[config.mk]
export PLATFORM = sky130hd
export DESIGN_NAME = prefetch_queue
export DESIGN_NICKNAME = d
export VERILOG_FILES = /design/src/rtl/cpu_pkg.sv /design/src/rtl/fetch_fifo.sv /design/src/rtl/prefetch_queue.sv
export SDC_FILE = /design/constraint.sdc
export NUM_CORES = 1
export LEC_CHECK = 0
export CAP_MARGIN = 20
export CELL_PAD_IN_SITES_DETAIL_PLACEMENT = 1
export CELL_PAD_IN_SITES_GLOBAL_PLACEMENT = 1
export CORE_MARGIN = 3
export CORE_UTILIZATION = 40
export CTS_BUF_LIST = sky130_fd_sc_hd__clkbuf_16
export DETAILED_ROUTE_END_ITERATION = 6
export PLACE_DENSITY = 0.82
export SLEW_MARGIN = 20
export SYNTH_ARGS = -nofsm -noshare
export SYNTH_HDL_FRONTEND = slang
export SYNTH_HIERARCHICAL = 1
export SYNTH_SLANG_ARGS = --single-unit
[constraint.sdc]
create_clock -name clk -period 4.1 [get_ports clk]
set_input_delay 0.615 -clock clk [delete_from_list [all_inputs] [get_ports clk]]
set_output_delay 0.615 -clock clk [all_outputs]
set_load 0.01 [all_outputs]
[src/rtl/cpu_pkg.sv]
// Shared fetch-path types and defaults for the prefetch queue.
package cpu_pkg;

  localparam logic [4:0]  EXC_NONE = 5'd0;
  localparam logic [4:0]  EXC_ADEL = 5'd4;

  localparam logic [31:0] DEF_PC_RESET = 32'h0000_3000;
  localparam logic [31:0] DEF_EXC_VEC  = 32'h0000_4180;
  localparam logic [31:0] DEF_TEXT_LO  = 32'h0000_3000;
  localparam logic [31:0] DEF_TEXT_HI  = 32'h0000_6ffc;

  typedef struct packed {
    logic [31:0] pc;
    logic [31:0] instr;
    logic [4:0]  exc;
  } fetch_entry_t;

  localparam int ENTRY_W = $bits(fetch_entry_t);

  // Misaligned or outside the text window: never sent to memory.
  function automatic logic fetch_addr_bad(input logic [31:0] addr,
                                          input logic [31:0] lo,
                                          input logic [31:0] hi);
    return (addr[1:0] != 2'b00) || (addr < lo) || (addr > hi);
  endfunction

endpackage

[src/rtl/fetch_fifo.sv]
// Fetch-entry storage: circular buffer with count and a flush-clear input.
module fetch_fifo
  import cpu_pkg::*;
#(
  parameter int DEPTH = 4,
  parameter int WIDTH = ENTRY_W,
  localparam int AW = $clog2(DEPTH),
  localparam int CW = AW + 1
) (
  input  logic             clk,
  input  logic             reset,
  input  logic             clear,
  input  logic             push,
  input  logic [WIDTH-1:0] push_data,
  input  logic             pop,
  output logic [WIDTH-1:0] head_data,
  output logic [CW-1:0]    count
);

  logic [WIDTH-1:0] mem [DEPTH];
  logic [AW-1:0]    wr_ptr;
  logic [AW-1:0]    rd_ptr;
  logic             do_pop;
  logic             do_push;

  assign do_pop    = pop && (count != '0);
  // A pop in the same cycle frees the slot, so push into a full queue is legal then.
  assign do_push   = push && ((count < CW'(DEPTH)) || do_pop);
  assign head_data = mem[rd_ptr];

  always_ff @(posedge clk) begin
    if (do_push && !clear && !reset) begin
      mem[wr_ptr] <= push_data;
    end
  end

  always_ff @(posedge clk) begin
    if (reset || clear) begin
      wr_ptr <= '0;
      rd_ptr <= '0;
      count  <= '0;
    end else begin
      if (do_push) wr_ptr <= wr_ptr + AW'(1);
      if (do_pop)  rd_ptr <= rd_ptr + AW'(1);
      count <= count + CW'(do_push) - CW'(do_pop);
    end
  end

endmodule

[src/rtl/prefetch_queue.sv]
// Instruction prefetch: sequential fetch PC, one outstanding memory read,
// flush/redirect handling and an in-order queue toward decode.
module prefetch_queue
  import cpu_pkg::*;
#(
  parameter int          DEPTH    = 4,
  parameter logic [31:0] PC_RESET = DEF_PC_RESET,
  parameter logic [31:0] TEXT_LO  = DEF_TEXT_LO,
  parameter logic [31:0] TEXT_HI  = DEF_TEXT_HI,
  parameter logic [31:0] EXC_VEC  = DEF_EXC_VEC
) (
  input  logic        clk,
  input  logic        reset,
  input  logic        req,
  input  logic        eret,
  input  logic [31:0] epc,
  input  logic        redirect,
  input  logic [31:0] redirect_pc,
  output logic        imem_req,
  output logic [31:0] imem_addr,
  input  logic        imem_rvalid,
  input  logic [31:0] imem_rdata,
  output logic        out_valid,
  input  logic        out_ready,
  output logic [31:0] out_pc,
  output logic [31:0] out_instr,
  output logic [4:0]  out_exc
);

  localparam int CW = $clog2(DEPTH) + 1;

  logic [31:0]  fpc;
  logic [31:0]  req_pc;
  logic         outstanding;
  logic         discard;
  logic [CW-1:0] count;
  fetch_entry_t head;
  fetch_entry_t push_entry;
  logic         flush;
  logic [31:0]  flush_target;
  logic         pop;
  logic         slot_ok;
  logic         fpc_bad;
  logic         fetch_go;
  logic         issue;
  logic         exc_push;
  logic         rsp_push;

  assign flush = req || eret || redirect;

  always_comb begin
    flush_target = redirect_pc;
    if (req)       flush_target = EXC_VEC;
    else if (eret) flush_target = epc;
  end

  assign out_valid = (count != '0);
  assign pop       = out_valid && out_ready;
  assign slot_ok   = (count < CW'(DEPTH)) || pop;
  assign fpc_bad   = fetch_addr_bad(fpc, TEXT_LO, TEXT_HI);

  // With nothing outstanding, the only pending push is the one this slot reserves.
  assign fetch_go = !reset && !flush && !outstanding && slot_ok;
  assign issue    = fetch_go && !fpc_bad;
  assign exc_push = fetch_go && fpc_bad;
  assign rsp_push = !reset && !flush && outstanding && !discard && imem_rvalid;

  assign imem_req  = issue;
  assign imem_addr = fpc;

  always_comb begin
    push_entry = '{pc: fpc, instr: '0, exc: EXC_ADEL};
    if (rsp_push) push_entry = '{pc: req_pc, instr: imem_rdata, exc: EXC_NONE};
  end

  fetch_fifo #(
    .DEPTH (DEPTH),
    .WIDTH (ENTRY_W)
  ) u_fifo (
    .clk       (clk),
    .reset     (reset),
    .clear     (flush),
    .push      (exc_push || rsp_push),
    .push_data (push_entry),
    .pop       (pop),
    .head_data (head),
    .count     (count)
  );

  assign out_pc    = head.pc;
  assign out_instr = head.instr;
  assign out_exc   = head.exc;

  always_ff @(posedge clk) begin
    if (reset) begin
      fpc         <= PC_RESET;
      req_pc      <= '0;
      outstanding <= 1'b0;
      discard     <= 1'b0;
    end else begin
      // A request caught by a flush stays outstanding so nothing new issues until it drains.
      if (outstanding && imem_rvalid) begin
        outstanding <= 1'b0;
        discard     <= 1'b0;
      end else if (outstanding && flush) begin
        discard <= 1'b1;
      end
      if (issue) begin
        outstanding <= 1'b1;
        req_pc      <= fpc;
      end
      if (flush)         fpc <= flush_target;
      else if (fetch_go) fpc <= fpc + 32'd4;
    end
  end

endmodule
-- After elaboration in Yosys (flattened, before gate mapping)
Memories as Yosys holds them, arrays and structs flattened. A register that Yosys moved wholly into a read port is not among the register bits.
Cells that the tools add are included.
- magnitude comparators: 3
- multiplexer cells: 11
- $add $sub $neg: 5
- reduce and logical (&&, ||, !) cells: 33
- operators with widths (kind ; number):
    $mux W32 ; 4
    $mux W69 ; 1
    $add A32 B3 Y32 const B ; 1
    $gt A32 B15 Y1 const B ; 1
    $lt A32 B14 Y1 const B ; 1
    $logic_and A1 B1 Y1 ; 15
    $logic_or A1 B1 Y1 ; 8
    $reduce_bool A2 Y1 ; 3
    $logic_not A1 Y1 ; 5
    $add A2 B1 Y2 const B ; 2
    $mux W1 ; 4
    $mux W2 ; 2
    $add A3 B1 Y3 ; 1
    $lt A3 B3 Y1 const B ; 1
    $reduce_bool A3 Y1 ; 1
    $sub A3 B1 Y3 ; 1
    $reduce_or A2 Y1 ; 1
- input port bits: 103
- register bits after elaboration: 73
- bits in writable memories: 276
- memories: 1
- memories (name ; depth ; width ; read ports ; clocked after memory_dff ; write ports ; RTL line ; RTL):
    u_fifo.mem ; 4 ; 69 ; 1 ; 1 ; 1 ; fetch_fifo.sv:20 ; logic [WIDTH-1:0] mem [DEPTH];

-- Logic depth before layout (Yosys ltp)
Gate-level depths: netlist (run 1).
- depth in word-level cells: 13
- mapped depth: 17
- gate-level depth less buffers: 15

-- Hierarchy
Netlist (run 1), hierarchy kept.
- modules (own cells, without submodules) (module ; cells each ; instances ; area an instance (um^2)):
    fetch_fifo ; 411 ; 1 ; 10428.8
    prefetch_queue ; 513 ; 1 ; 4154.0

-- Worst setup path before layout (run 1)
Ideal clock, no wire load.
- path type: input -> register
- from: in redirect
- to: mem u_fifo/mem[0][0] (netlist bit) (enable)
- required time: 3.665 ns
- stages on the path: 10
- arrival time: 3.719 ns
- slack: -0.054 ns
- cells stage by stage: buf_2 nor3_4 nand2b_2 nor3_4 inv_2 buf_6 o41ai_1 inv_1 nor2_1 and3_1
- word-level cells in the longest chain between the ends: 12
- RTL lines (element ; RTL line ; RTL):
    start: declaration ; prefetch_queue.sv:17 ; input logic redirect,
    $logic_or A1 B1 Y1 (*) ; prefetch_queue.sv:49 ; assign flush = req || eret || redirect;
    $logic_not A1 Y1 (*) ; fetch_fifo.sv:32, prefetch_queue.sv:63, prefetch_queue.sv:66 ;
    $logic_and A1 B1 Y1 ; prefetch_queue.sv:63, prefetch_queue.sv:66 ;
    $logic_and A1 B1 Y1 (on tied branches) (2 in series) ; prefetch_queue.sv:63, prefetch_queue.sv:66 ;
    $logic_and A1 B1 Y1 (on tied branches) ; prefetch_queue.sv:65, prefetch_queue.sv:66 ;
    $logic_or A1 B1 Y1 ; prefetch_queue.sv:83 ; .push (exc_push || rsp_push),
    $logic_and A1 B1 Y1 ; fetch_fifo.sv:28 ; assign do_push = push && ((count < CW'(DEPTH)) || do_pop);
    $logic_and A1 B1 Y1 (*) (2 in series) ; fetch_fifo.sv:32 ; if (do_push && !clear && !reset) begin
    $mux W1 (*) ; fetch_fifo.sv:32 ;
    $mux W1 (implied by the code) (*) ; fetch_fifo.sv:33 ; mem[wr_ptr] <= push_data;
    end: declaration ; fetch_fifo.sv:20 ;
Every way passes the cells marked *; elsewhere a longest branch is shown, timed or not.

-- Worst setup path after layout (run 1)
- from: in out_ready
- to: out imem_req
- word-level cells in the longest chain between the ends: 4
- RTL lines (element ; RTL line ; RTL):
    start: declaration ; prefetch_queue.sv:24 ; input logic out_ready,
    $logic_and A1 B1 Y1 ; prefetch_queue.sv:58 ; assign pop = out_valid && out_ready;
    $logic_or A1 B1 Y1 ; prefetch_queue.sv:59 ; assign slot_ok = (count < CW'(DEPTH)) || pop;
    $logic_and A1 B1 Y1 ; prefetch_queue.sv:63 ; assign fetch_go = !reset && !flush && !outstanding && slot_ok;
    $logic_and A1 B1 Y1 ; prefetch_queue.sv:64 ; assign issue = fetch_go && !fpc_bad;
    end: declaration ; prefetch_queue.sv:19 ; output logic imem_req,
Every way passes these cells.

==> impl_summary.md, run 1 <==
Power
The internal power of the cells totals 5.84 mW. The maximum ir drop on the vdd rail is 263 uV. The power density over the cells is 398 nW/um^2. In this run switching power makes up 20.5% of total power. For this design the static power due to leakage is 6.47 nW. In this run, the clock network consumes 43.2% of the power.

The analysis attributes to net switching a power of 1.50 mW. The register share of total power is 52.5%. The relative contribution of combinational cells to total power is 4.2%.

Worst hold path
The path class of the tightest hold or removal check is reg2reg.

Synthesis
Yosys mapped a number of flops with a built-in enable equal to 276. The register area share after synthesis is 67.1%. The warning count from the yosys run is 6. The dominant combinational cell family by area after synthesis is multiplexers. The cell count after synthesis is 924.

The post-synthesis compound-gate area fraction is 4.68%. The mapped cell area is 14600 sq um. The fraction of synthesized area in multiplexers is 14.4%. The post-synthesis simple-gate area fraction is 9.66%.

The share of the synthesized area in the top cell type is 56.8%. Of the total synthesized cell area, the portion taken by XOR and XNOR cells is 0.841%. By count the netlist is led by 276 x sky130_fd_sc_hd__edfxtp_1, 75 x sky130_fd_sc_hd__dfxtp_1, 69 x sky130_fd_sc_hd__mux4_2. The most used flip-flop cell after synthesis is sky130_fd_sc_hd__edfxtp_1. The flip-flop and latch count after synthesis is 351. The arithmetic-cell share of the synthesized area counting full adders, half adders and majority gates is 0.738%. The synthesized netlist contains 66 unique library cells. The synthesized area per cell is 15.8 sq um. The leading area contributor after synthesis is sky130_fd_sc_hd__edfxtp_1.

sky130_fd_sc_hd__edfxtp_1 is the most common cell in the netlist. The share of async-settable or async-resettable flops after synthesis is 0%. Ranked by total cell area, the synthesized netlist is headed by sky130_fd_sc_hd__edfxtp_1 57%, sky130_fd_sc_hd__mux4_2 11%, sky130_fd_sc_hd__dfxtp_1 10%, sky130_fd_sc_hd__and2_1 2.4%, sky130_fd_sc_hd__mux2_2 1.9%.

Routing
Using the TritonRoute via totals, the vias-per-cell ratio works out to 5.36. The via total after detailed routing is 8815. The post-route DRC violation count is 0. The total routed wirelength is 36600 um. Once detail routing completed, the nets flagged for antenna violations numbered 0. In the final routed layout, each cell accounts on average for 22.2 um. For this run, the detailed router's first-pass iteration total came to 4. The initial detailed-routing violation count is 625.

Job
The max-cap check violation count is 0.

Floorplan
The initial utilization of the core area, before any placement, comes to 40.8%. The overall die height is 197 um. The number of placed I/O pins is 206. The total number of placement rows is 69. The floorplan die width is 197 um. The region available for standard cell placement spans 35700 sq um. The area of the die is 38800 sq um.

Setup path
Broken down by cell family, the worst path's largest delay share belongs to buffers and inverters. The kind of critical path is in2out. The number of buffer and inverter stages on the critical path is 2.

The cell occurring most often along the worst timing path is sky130_fd_sc_hd__clkdlybuf4s50_1. The required time of the critical path is 3.48 ns. The worst setup path is captured at an output port. STA puts the critical path data arrival time at 2.71 ns. Walking the worst path, the cells encountered are clkdlybuf4s50_1, nor2b_1, nor2_2, nor4b_4, clkdlybuf4s50_1. In this run the worst path has a maximum fanout of 9. The maximum single-stage delay on the critical path is 0.63 ns. The slowest cell on the critical path is sky130_fd_sc_hd__clkdlybuf4s50_1. The worst setup path is launched from a primary input.

Clocking
The deepest level of the CTS H-tree is 2. Counting the buffers created by CTS gives 37. The number of sinks on the clock net is 351.

The buffer type at the clock tree root is sky130_fd_sc_hd__clkbuf_16. The number of gates resized after cts is 0. The post-CTS repair timing setup buffer count is 0. Clock latency on the worst-skew pair, taken at its later pin, is 0.52 ns. The CTS clock-pin slew for the worst setup and hold paths is 0.06 ns. The worst-case clock buffer depth is 3. TritonCTS built the clock tree. The total of hold buffers inserted after clock tree synthesis is 0.

Timing
Setup repair after global routing left no endpoint under its margin. The top achievable clock speed is 0.301 GHz. The count of endpoints failing hold in the final timing report was 0. The headroom to the max-slew limit is 40.9%. Setup total negative slack on the finished layout was measured at 0 ns. The share of the clock period used by the worst path after layout is 81.1%.

Clock skew on the completed layout was measured at 0.0212 ns. The final setup violation count is 0. The max-slew violation total from the final report is 0. The slew at the pin closest to its max-slew limit is 0.879 ns. The smallest clock period supported by the final layout is computed as 3.33 ns. After layout, the worst setup slack is 0.774 ns.

Status
The run finished with clean final reports.

GRT
The overall global routing resource usage is 18.7%. The pin count of the biggest net entering global routing is 66. The via count of the first global-routing pass is 9353. The number of antenna violations at the first check in global routing is 1. The first global-routing pass estimated 56100 um of wire. Global routing finished with a remaining overflow of 0.

Layout
From synthesis to final layout, the design area changed by 26.6%. The number of nets in the layout is 1265. The ratio of cells with drive above 1 in the final layout is 17.4%.

Place
Port buffering added 205 buffers. The total half-perimeter wirelength after legalization and detailed placement is 24900 um. The congestion estimate from routability-driven global placement came to 0.837. At the placement stage, the worst setup path has a slack of 0.393 ns.
area by class of cell:
type,instances,area (sq um)
antenna,3,7.51
clock buffer,39,976
clock inverter,28,184
fill,3478,17300
inverter,14,52.6
multi-input combinational,519,4510
sequential,351,9800
tap,461,577
timing repair buffer,231,2350
cell families (layout without fill, tap and decap cells):
kind of cell / after synthesis / after routing
other: 1 / 19
muxes: 117 / 117
buffers and inverters: 69 / 312
xor gates and xnor gates: 14 / 14
adders and majority gates: 8 / 8
AOI/OAI and AO/OA: 111 / 111
and+or+nand+nor: 253 / 253
DFF: 351 / 351
path summary, 6_finish.rpt:
path | from | to | slack (ns) | cells past startpoint
min | req_pc[23] | req_pc[23] | 0.45 | 1
min reg2reg | req_pc[23] | req_pc[23] | 0.45 | 1
max | out_ready | imem_req | 0.77 | 5
max reg2reg | imem_addr[14] | u_fifo/count[2] | 0.80 | 14
flip-flops by register name (all words and copies together) (netlist names), named ones only:
register,cells
u_fifo/wr_ptr,2
outstanding,1
u_fifo/count,3
u_fifo/rd_ptr,2
discard,1
u_fifo/mem,276
req_pc,32
imem_addr,32
worst reg2reg max path, cell delays in order (launching register included):
cell	delay, ns
sky130_fd_sc_hd__dfxtp_1	0.48
sky130_fd_sc_hd__a211o_1	0.34
sky130_fd_sc_hd__nand4_1	0.17
sky130_fd_sc_hd__nor2_1	0.07
sky130_fd_sc_hd__o41ai_1	0.45
sky130_fd_sc_hd__inv_1	0.14
sky130_fd_sc_hd__nor2_1	0.17
sky130_fd_sc_hd__inv_1	0.08
sky130_fd_sc_hd__ha_1	0.28
sky130_fd_sc_hd__inv_1	0.05
sky130_fd_sc_hd__ha_1	0.18
sky130_fd_sc_hd__fa_1	0.38
sky130_fd_sc_hd__xnor2_1	0.18
sky130_fd_sc_hd__xnor2_1	0.14
sky130_fd_sc_hd__nor2_1	0.06
per-layer routing:
metal | routed length [um] | global-route usage (%)
met1 | 16000 | 25.4
met2 | 17300 | 30.2
met5 | 0 | 0
met4 | 782 | 5.15
met3 | 2560 | 4.56
through the flow:
stage	power (mW)	util [%]	hold slack, ns	area [sq um]	std cells
4_1_cts	7.42	51.6	0.459	18500	1643
5_1_grt	7.59	51.6	0.476	18500	1644
3_3_place_gp	4.23	48.4	0.436	17300	1576
2_1_floorplan	4.05	-	0.424	14600	939
6_report	7.34	51.7	0.454	18500	1646
3_5_place_dp	4.24	48.4	0.444	17300	1576
power groups by stage:
stage / clock network [mW] / logic [mW] / registers (mW)
2_1_floorplan: 0 / 0.135 / 3.92
3_3_place_gp: 0 / 0.303 / 3.93
5_1_grt: 3.40 / 0.338 / 3.85
4_1_cts: 3.25 / 0.312 / 3.85
3_5_place_dp: 0 / 0.309 / 3.93
6_report: 3.17 / 0.311 / 3.85
layout by cell type (no fill, tap or decap), drive strengths merged, types with 12 or more instances in the layout:
cell	n
o21ai	12
mux2	32
a21oi	52
conb	16
buf	27
nand4	14
nor2	58
mux4	69
clkdlybuf4s50	204
nand3b	13
dfxtp	75
inv	23
nor3	20
nand2	41
and2	56
nand3	16
edfxtp	276
mux2i	16
clkbuf	39
clkinv	15
Note: power is estimated with default switching activity, not from simulation.
==> inputs of run 2 (changes only) <==
==> constraint.sdc (replaced) <==
create_clock -name clk -period 2.9 [get_ports clk]
set_input_delay 0.435 -clock clk [delete_from_list [all_inputs] [get_ports clk]]
set_output_delay 0.435 -clock clk [all_outputs]
set_load 0.01 [all_outputs]
==> run 2 against run 1 <==
First-iteration DRC count decreased by 9.9%. Worst hold slack improved by 0.00064 ns. Clock skew about the same. Design area increased by 1.6%. Wire length increased by 0.83%. Largest power group unchanged.
==> impl_summary.md, run 2 (synthesized netlist as in run 1, its figures left out) <==
Status
The run finished with clean final reports.

Routing
The total routed wirelength was 36900 um (+0.83%). The wire length per cell after detailed routing came to 22.0 um (-1.1%). The initial detailed-routing violation count is 563 (-9.9%). The via total after detailed routing is 8977 (+1.8%). The number of antenna-violating nets in the routed design came to 0 (unchanged). The average via count per standard cell is 5.35 (-0.16%). The post-route DRC violation count is 0 (unchanged). The number of optimization iterations in the first detailed-route pass is 5 (+1).

Setup path
The path length in cells of the critical path is 14 (+9). The worst setup path is captured at a register. The worst flop-to-flop path endpoint is u_fifo/count[2]. STA classifies the critical path startpoint as a register. The top fanout value on the critical path came to 4 (-5). The endpoint arrival time on the critical path was 3.17 ns (+0.46 ns). The number of cells on the worst reg-to-reg path came to 14 (unchanged). The maximum single-stage delay on the critical path is 0.43 ns (-0.20 ns).

Traced cell by cell, the critical path runs through nor4_1, nand3_1, nor2_2, o41ai_4, inv_2, nor2_4, inv_1, ha_1, inv_1, ha_2, fa_2, xnor2_2, xnor2_1, nor2_1. The slowest stage of the critical path belongs to the cell sky130_fd_sc_hd__dfxtp_1. The worst-case register-to-register setup slack is 0.13 ns (-0.67 ns). The number of buffer and inverter stages on the critical path is 3 (+1). The largest delay contributor family on the critical path is adder cells.

The critical path is of the reg2reg type. The most critical setup path has its endpoint at u_fifo/count[2]. The startpoint of the lowest-slack register-to-register path is imem_addr[15]. The launching instance or port of the critical path is imem_addr[15]. The most numerous cell type found on the critical path is sky130_fd_sc_hd__inv_1. The required time of the critical path is 3.30 ns (-0.18 ns).

Timing
The max-slew violation total from the final report is 0 (unchanged). The post-route clock skew is 0.0210 ns (-0.000204 ns). The summed negative setup slack over all endpoints is 0 ns (unchanged).

The smallest clock period supported by the final layout is computed as 2.77 ns. The slew at the pin closest to its max-slew limit is 0.679 ns (-0.200 ns). The count of endpoints failing hold in the final timing report came to 0 (unchanged).

The share of the clock period used by the worst path after layout is 95.5%. The headroom to the max-slew limit is 54.4% (+14 points). The top achievable clock speed is 0.361 GHz. The final setup violation count came to 0 (unchanged). Setup repair after global routing left no endpoint under its margin.

Place
The final RePlAce weighted congestion is 0.830 (-0.80%). The total half-perimeter wirelength after legalization and detailed placement is 25700 um (+3.2%). The number of buffers added on ports was 205 (unchanged).

GRT
The overall global routing resource usage is 18.9% (+0.25 points). The number of antenna violations at the first check in global routing is 0 (-1). The residual overflow from global routing came to 0 (unchanged). The via count of the first global-routing pass came to 9717 (+3.9%).

The global-route wire length before repair came to 56900 um (+1.4%). The pin count of the biggest net entering global routing is 66 (unchanged).

Power
The share of power burned in the clock network came to 41.8% (-1.4 points). The cell internal power dissipation came to 8.14 mW (+39%). The net switching power is 2.03 mW (+35%). The switching part of the total power was 20.0% (-0.48 points). The maximum ir drop on the vdd rail is 307 uV (+17%). The power density over the cells is 542 nW/um^2 (+36%). The leakage power total is 6.68 nW (+3.3%). The register share of total power is 53.3% (+0.8 points).

The relative contribution of combinational cells to total power is 4.9% (+0.7 points). The power consumption was 10.2 mW (+39%).

Clocking
The worst-case clock buffer depth is 3 (unchanged). The deepest level of the CTS H-tree is 2 (unchanged). CTS placed an instance of sky130_fd_sc_hd__clkbuf_16 at the clock tree root. The number of buffers added by the clock tree synthesis step was 36 (-2.7%). The CTS tree is yes.

The clock insertion delay at the later pin of the skew report is 0.51 ns (about the same). The number of sinks on the clock net is 351 (unchanged). The total of hold buffers inserted after clock tree synthesis is 0 (unchanged).

The CTS clock-pin slew for the worst setup and hold paths is 0.06 ns (about the same).

Layout
The number of flip-flops under the largest register name was 276 (unchanged). The diode insertion count for antenna repair is 0 (-3). The filler cell count in the final layout is 3486 (+0.23%). The library cell used most frequently in the layout, excluding fill and tap cells, is sky130_fd_sc_hd__edfxtp_1. The register with the most flip-flops in the final layout is u_fifo/mem. The top cell types in the final layout, fill and taps aside, are 276 x sky130_fd_sc_hd__edfxtp_1, 203 x sky130_fd_sc_hd__clkdlybuf4s50_1, 71 x sky130_fd_sc_hd__dfxtp_1, 69 x sky130_fd_sc_hd__mux4_2, 56 x sky130_fd_sc_hd__and2_1. The number of nets in the layout is 1303 (+3.0%). The area added between synthesis and finish is 28.7%. The ratio of cells with drive above 1 in the final layout came to 20.2% (+2.8 points).

Floorplan
The floorplan die width is 197 um (unchanged). The area of the die was 38800 sq um (unchanged). The total number of placement rows came to 69 (unchanged).

The number of placed I/O pins is 206 (unchanged). The initial cell density of the core was 40.8% (unchanged). The overall die height is 197 um (unchanged).

The core box area came to 35700 sq um (unchanged).

Worst hold path
The path class of the tightest hold or removal check is reg2reg. In this run the most critical hold path is launched from req_pc[23].

Job
The max-cap check violation count came to 0 (unchanged).
-- run 2: cell count changes in the layout (fill, tap and decap cells not counted), moves of 2 or more --
cell	previous run	this run
sky130_fd_sc_hd__buf_4	17	54
sky130_fd_sc_hd__diode_2	3	0
sky130_fd_sc_hd__buf_16	0	2
sky130_fd_sc_hd__clkbuf_16	39	37
sky130_fd_sc_hd__clkinv_1	7	9
sky130_fd_sc_hd__clkinv_2	7	5
sky130_fd_sc_hd__clkinvlp_4	2	0
sky130_fd_sc_hd__dfxtp_1	73	71
sky130_fd_sc_hd__dfxtp_2	0	2
sky130_fd_sc_hd__inv_1	21	23
sky130_fd_sc_hd__nor2_1	56	54
-- run 2: final cells by class --
class                   count  area, sq um  area share (%)
inverters                  14         52.6           0.280
clock inverters            27          160           0.854
multi-input cells         519         4560            24.3
flip-flops and latches    351         9800            52.2
repair buffers            270         2690            14.3
clock buffers              37          926            4.93
well taps                 461          577            3.07
-- run 2: worst min-delay path by stage --
stage | cells after the start | slack, ns | to
after global placement | 1 | 0.44 | req_pc[30]
after CTS | 1 | 0.46 | req_pc[31]
after floorplan | 1 | 0.42 | req_pc[0]
final | 1 | 0.45 | req_pc[23]
after detailed placement | 1 | 0.44 | req_pc[24]
after global routing | 5 | 0.48 | imem_addr[10]
-- run 2: timing repair --
action | 4_1_cts | 5_1_grt
endpoints found under the setup margin | 24 | 1
pin swaps | 1 | 4
setup buffers | 2 | 0
gates resized for setup | 3 | 5
-- run 2: metal layers --
layer,global-route usage [%],part of all wire (%),up-vias
met1,25.0,42,4528
met5,0,0,-
met3,3.64,6.2,60
li1,-,-,4086
met2,32.4,49,303
met4,5.02,2.1,0
-- run 2: power groups by stage --
stage | Sequential, mW | Combinational (mW) | Clock [mW]
after floorplan | 5.54 | 0.195 | 0
after global placement | 5.53 | 0.483 | 0
after detailed placement | 5.53 | 0.497 | 0
after CTS | 5.42 | 0.502 | 4.37
after global routing | 5.42 | 0.542 | 4.58
final | 5.42 | 0.502 | 4.25
-- run 2: through the flow --
step / cells / hold WS [ns] / setup WS [ns] / util, % / cell area [sq um]
global route: 1679 / 0.482 / 0.0248 / 52.5 / 18800
CTS: 1679 / 0.460 / 0.0187 / 52.5 / 18800
floorplan: 939 / 0.424 / -0.182 / - / 14700
finish: 1679 / 0.455 / 0.131 / 52.5 / 18800
detailed placement: 1613 / 0.440 / -0.432 / 49.3 / 17600
global placement: 1613 / 0.436 / -0.289 / 49.3 / 17600
==> inputs of run 3 (changes only) <==
--- a/config.mk
+++ b/config.mk
@@ -13,6 +13,7 @@
 export CTS_BUF_LIST = sky130_fd_sc_hd__clkbuf_16
 export DETAILED_ROUTE_END_ITERATION = 6
 export PLACE_DENSITY = 0.82
+export SETUP_SLACK_MARGIN = 0.4
 export SLEW_MARGIN = 20
 export SYNTH_ARGS = -nofsm -noshare
 export SYNTH_HDL_FRONTEND = slang
==> run 3 against run 2 <==
Sequential power is essentially flat. Sequential share of layout area fell by 2.1 points. Worst hold slack improved by 0.014 ns. Sequential cell count unchanged. Clock-buffer cell count stayed put. Non-clock buffer count is 50 higher. Fmax up 1.2%. Critical path depth did not move. Cell count rose by 3.2%. Die area unchanged. Combinational power grew 7.0%. Design area up 4.3%.
==> impl_summary.md, run 3 (synthesized netlist as in run 1, its figures left out) <==
Setup path
The endpoint arrival time on the critical path is 3.17 ns (about the same). The worst setup path is captured at a register. The startpoint type of the worst setup path is a register. The cell family contributing the most delay on the critical path is adder cells. For this design, the slowest cell found on the critical path is sky130_fd_sc_hd__fa_2. In this run the worst setup path begins at imem_addr[13]. The critical path is of the reg2reg type. The number of buffer and inverter stages on the critical path is 3 (unchanged). The startpoint of the lowest-slack register-to-register path is imem_addr[13].

The required time of the critical path is 3.34 ns (+0.04 ns). The top fanout value on the critical path is 2 (-2). The maximum single-stage delay on the critical path is 0.35 ns (-0.08 ns). Traced cell by cell, the critical path runs through a211o_1, nand4_1, nor2_2, o41ai_4, inv_2, nor2_4, inv_2, ha_4, inv_2, ha_4, fa_2, xnor2_2, xnor2_1, nor2_1. The cell that appears most often on the critical path is sky130_fd_sc_hd__inv_2.

Timing
The count of endpoints failing hold in the final timing report came to 0 (unchanged). The slew at the pin closest to its max-slew limit came to 0.806 ns (+0.127 ns). The top achievable clock speed is 0.366 GHz (+1.2%).

The final setup violation count is 0 (unchanged). The share of the clock period used by the worst path after layout came to 94.3% (-1.2 points). The final worst setup slack came to 0.165 ns (+0.0340 ns). The post-route clock skew is 0.0318 ns (+0.0109 ns). Setup repair after global routing could not meet its margin everywhere. The max-slew violation total from the final report is 0 (unchanged). The headroom to the max-slew limit is 45.8% (-8.6 points). The summed negative setup slack over all endpoints is 0 ns (unchanged). The minimum period implied by the final worst setup slack is 2.74 ns (-0.0340 ns).

Routing
The average via count per standard cell is 5.46 (+2.1%). The initial detailed-routing violation count is 742 (+32%). The via total after detailed routing is 9453 (+5.3%). The total routed wirelength came to 42300 um (+15%). The wire length per cell after detailed routing is 24.4 um (+11%). The number of antenna-violating nets in the routed design is 0 (unchanged). The post-route DRC violation count was 0 (unchanged). The number of optimization iterations in the first detailed-route pass is 7 (+2).

GRT
The via count of the first global-routing pass is 10075 (+3.7%). The pin count of the biggest net entering global routing is 66 (unchanged). The overall global routing resource usage is 20.3% (+1.4 points). The number of antenna violations at the first check in global routing is 0 (unchanged). The global-route wire length before repair is 60700 um (+6.7%). The residual overflow from global routing is 0 (unchanged).

Place
The worst slack at placement was -0.390 ns (+0.0420 ns). The instance area after placement is 17700 sq um (+0.51%). The number of buffers added on ports was 205 (unchanged). The total half-perimeter wirelength after legalization and detailed placement came to 26100 um (+1.5%). The number of cells after detailed placement is 1617 (+0.25%). The final RePlAce weighted congestion is 0.873 (+5.3%).

Clocking
The number of sinks on the clock net was 351 (unchanged). The CTS clock-pin slew for the worst setup and hold paths was 0.06 ns (about the same). The number of buffers added by the clock tree synthesis step is 37 (+2.8%).

The worst-case clock buffer depth was 3 (unchanged). The tree is rooted in a sky130_fd_sc_hd__clkbuf_16. The clock insertion delay at the later pin of the skew report is 0.54 ns (+0.03 ns). TritonCTS built the clock tree. The deepest level of the CTS H-tree was 2 (unchanged). The total of hold buffers inserted after clock tree synthesis is 0 (unchanged).

Layout
The number of nets in the layout was 1354 (+3.9%). The library cell used most frequently in the layout, excluding fill and tap cells, is sky130_fd_sc_hd__edfxtp_1. The diode insertion count for antenna repair came to 0 (unchanged).

The ratio of cells with drive above 1 in the final layout is 28.1% (+7.9 points). The final core area utilization was 54.8% (+2.3 points). The register with the most flip-flops is u_fifo/mem. The post-layout instance count excluding filler cells is 1732 (+3.2%).

The final design area excluding fillers is 19600 sq um (+4.3%). The area added between synthesis and finish is 34.2%. The number of flip-flops under the largest register name is 276 (unchanged). In the layout the commonest cells are 276 x sky130_fd_sc_hd__edfxtp_1, 134 x sky130_fd_sc_hd__clkdlybuf4s50_1, 69 x sky130_fd_sc_hd__mux4_2, 68 x sky130_fd_sc_hd__dfxtp_1, 60 x sky130_fd_sc_hd__buf_4.

Floorplan
The number of placed I/O pins came to 206 (unchanged). The overall die height was 197 um (unchanged). The area of the die is 38800 sq um (unchanged). The initial cell density of the core is 40.8% (unchanged). The core box area was 35700 sq um (unchanged). The total number of placement rows came to 69 (unchanged). The floorplan die width is 197 um (unchanged).

Worst hold path
The class of the worst hold path is reg2reg. The hold path startpoint is req_pc[15].

Job
The max-cap check violation count is 0 (unchanged).

Power
The power density over the cells is 532 nW/um^2 (-1.9%). The maximum ir drop on the vdd rail is 385 uV (+25%). The leakage power total is 7.22 nW (+8.1%).

Status
The run finished with clean final reports.
[run 3: cell types whose count changed in the layout (fill, tap and decap cells not counted), sizes merged]
| cell | before | now |
|---|---|---|
| dlygate4sd2 | 1 | 14 |
| clkdlybuf4s50 | 203 | 134 |
| clkinvlp | 0 | 1 |
| buf | 66 | 116 |
| clkdlybuf4s15 | 0 | 8 |
| inv | 25 | 27 |
| clkbuf | 37 | 80 |
| dlymetal6s2s | 0 | 5 |
[run 3: layout make-up]
cell class | instances | area, sq um
fillers | 3439 | 16200
flip-flops and latches | 351 | 9810
multi-input cells | 519 | 4630
repair buffers | 320 | 3370
clock buffers | 37 | 926
well taps | 461 | 577
clock inverters | 30 | 210
inverters | 14 | 52.6
[run 3: repair_timing]
| item | in CTS | in global routing |
|---|---|---|
| cloned | 3 | 17 |
| endpoints found under the setup margin | 72 | 182 |
| pin swaps | 10 | 6 |
| resized for setup | 124 | 108 |
| buffers inserted | 18 | 10 |
[run 3: worst register-to-register path, cell delays in order (launching register included)]
cell and delay, ns:
sky130_fd_sc_hd__dfxtp_2 0.32, sky130_fd_sc_hd__a211o_1 0.28, sky130_fd_sc_hd__nand4_1 0.14, sky130_fd_sc_hd__nor2_2 0.07
sky130_fd_sc_hd__o41ai_4 0.34, sky130_fd_sc_hd__inv_2 0.11, sky130_fd_sc_hd__nor2_4 0.14, sky130_fd_sc_hd__inv_2 0.06
sky130_fd_sc_hd__ha_4 0.26, sky130_fd_sc_hd__inv_2 0.04, sky130_fd_sc_hd__ha_4 0.15, sky130_fd_sc_hd__fa_2 0.35
sky130_fd_sc_hd__xnor2_2 0.17, sky130_fd_sc_hd__xnor2_1 0.15, sky130_fd_sc_hd__nor2_1 0.06
[run 3: where the power goes]
group / switching (mW) / total, mW / internal, mW
clock: 1.93 / 4.45 / 2.52
sequential: 0.0227 / 5.42 / 5.40
combinational: 0.251 / 0.537 / 0.287
[run 3: final timing paths]
| kind | to | slack (ns) | depth (start not counted) |
|---|---|---|---|
| max | u_fifo/count[2] | 0.16 | 14 |
| min | req_pc[15] | 0.47 | 1 |
| max reg2reg | u_fifo/count[2] | 0.16 | 14 |
| min reg2reg | req_pc[15] | 0.47 | 1 |
[run 3: layer usage]
metal | wire length [um] | GRT usage [%] | part of all wire [%]
met4 | 967 | 5.81 | 2.3
met3 | 3050 | 4.46 | 7.2
met2 | 20900 | 34.1 | 49
met1 | 17400 | 26.9 | 41
met5 | 0 | 0 | 0
[run 3: metrics by stage]
step	power, mW	hold slack (ns)
finish	10.4	0.469
global route	10.7	0.491
CTS	10.4	0.462
detailed placement	6.03	0.443
global placement	6.02	0.436
floorplan	5.73	0.424
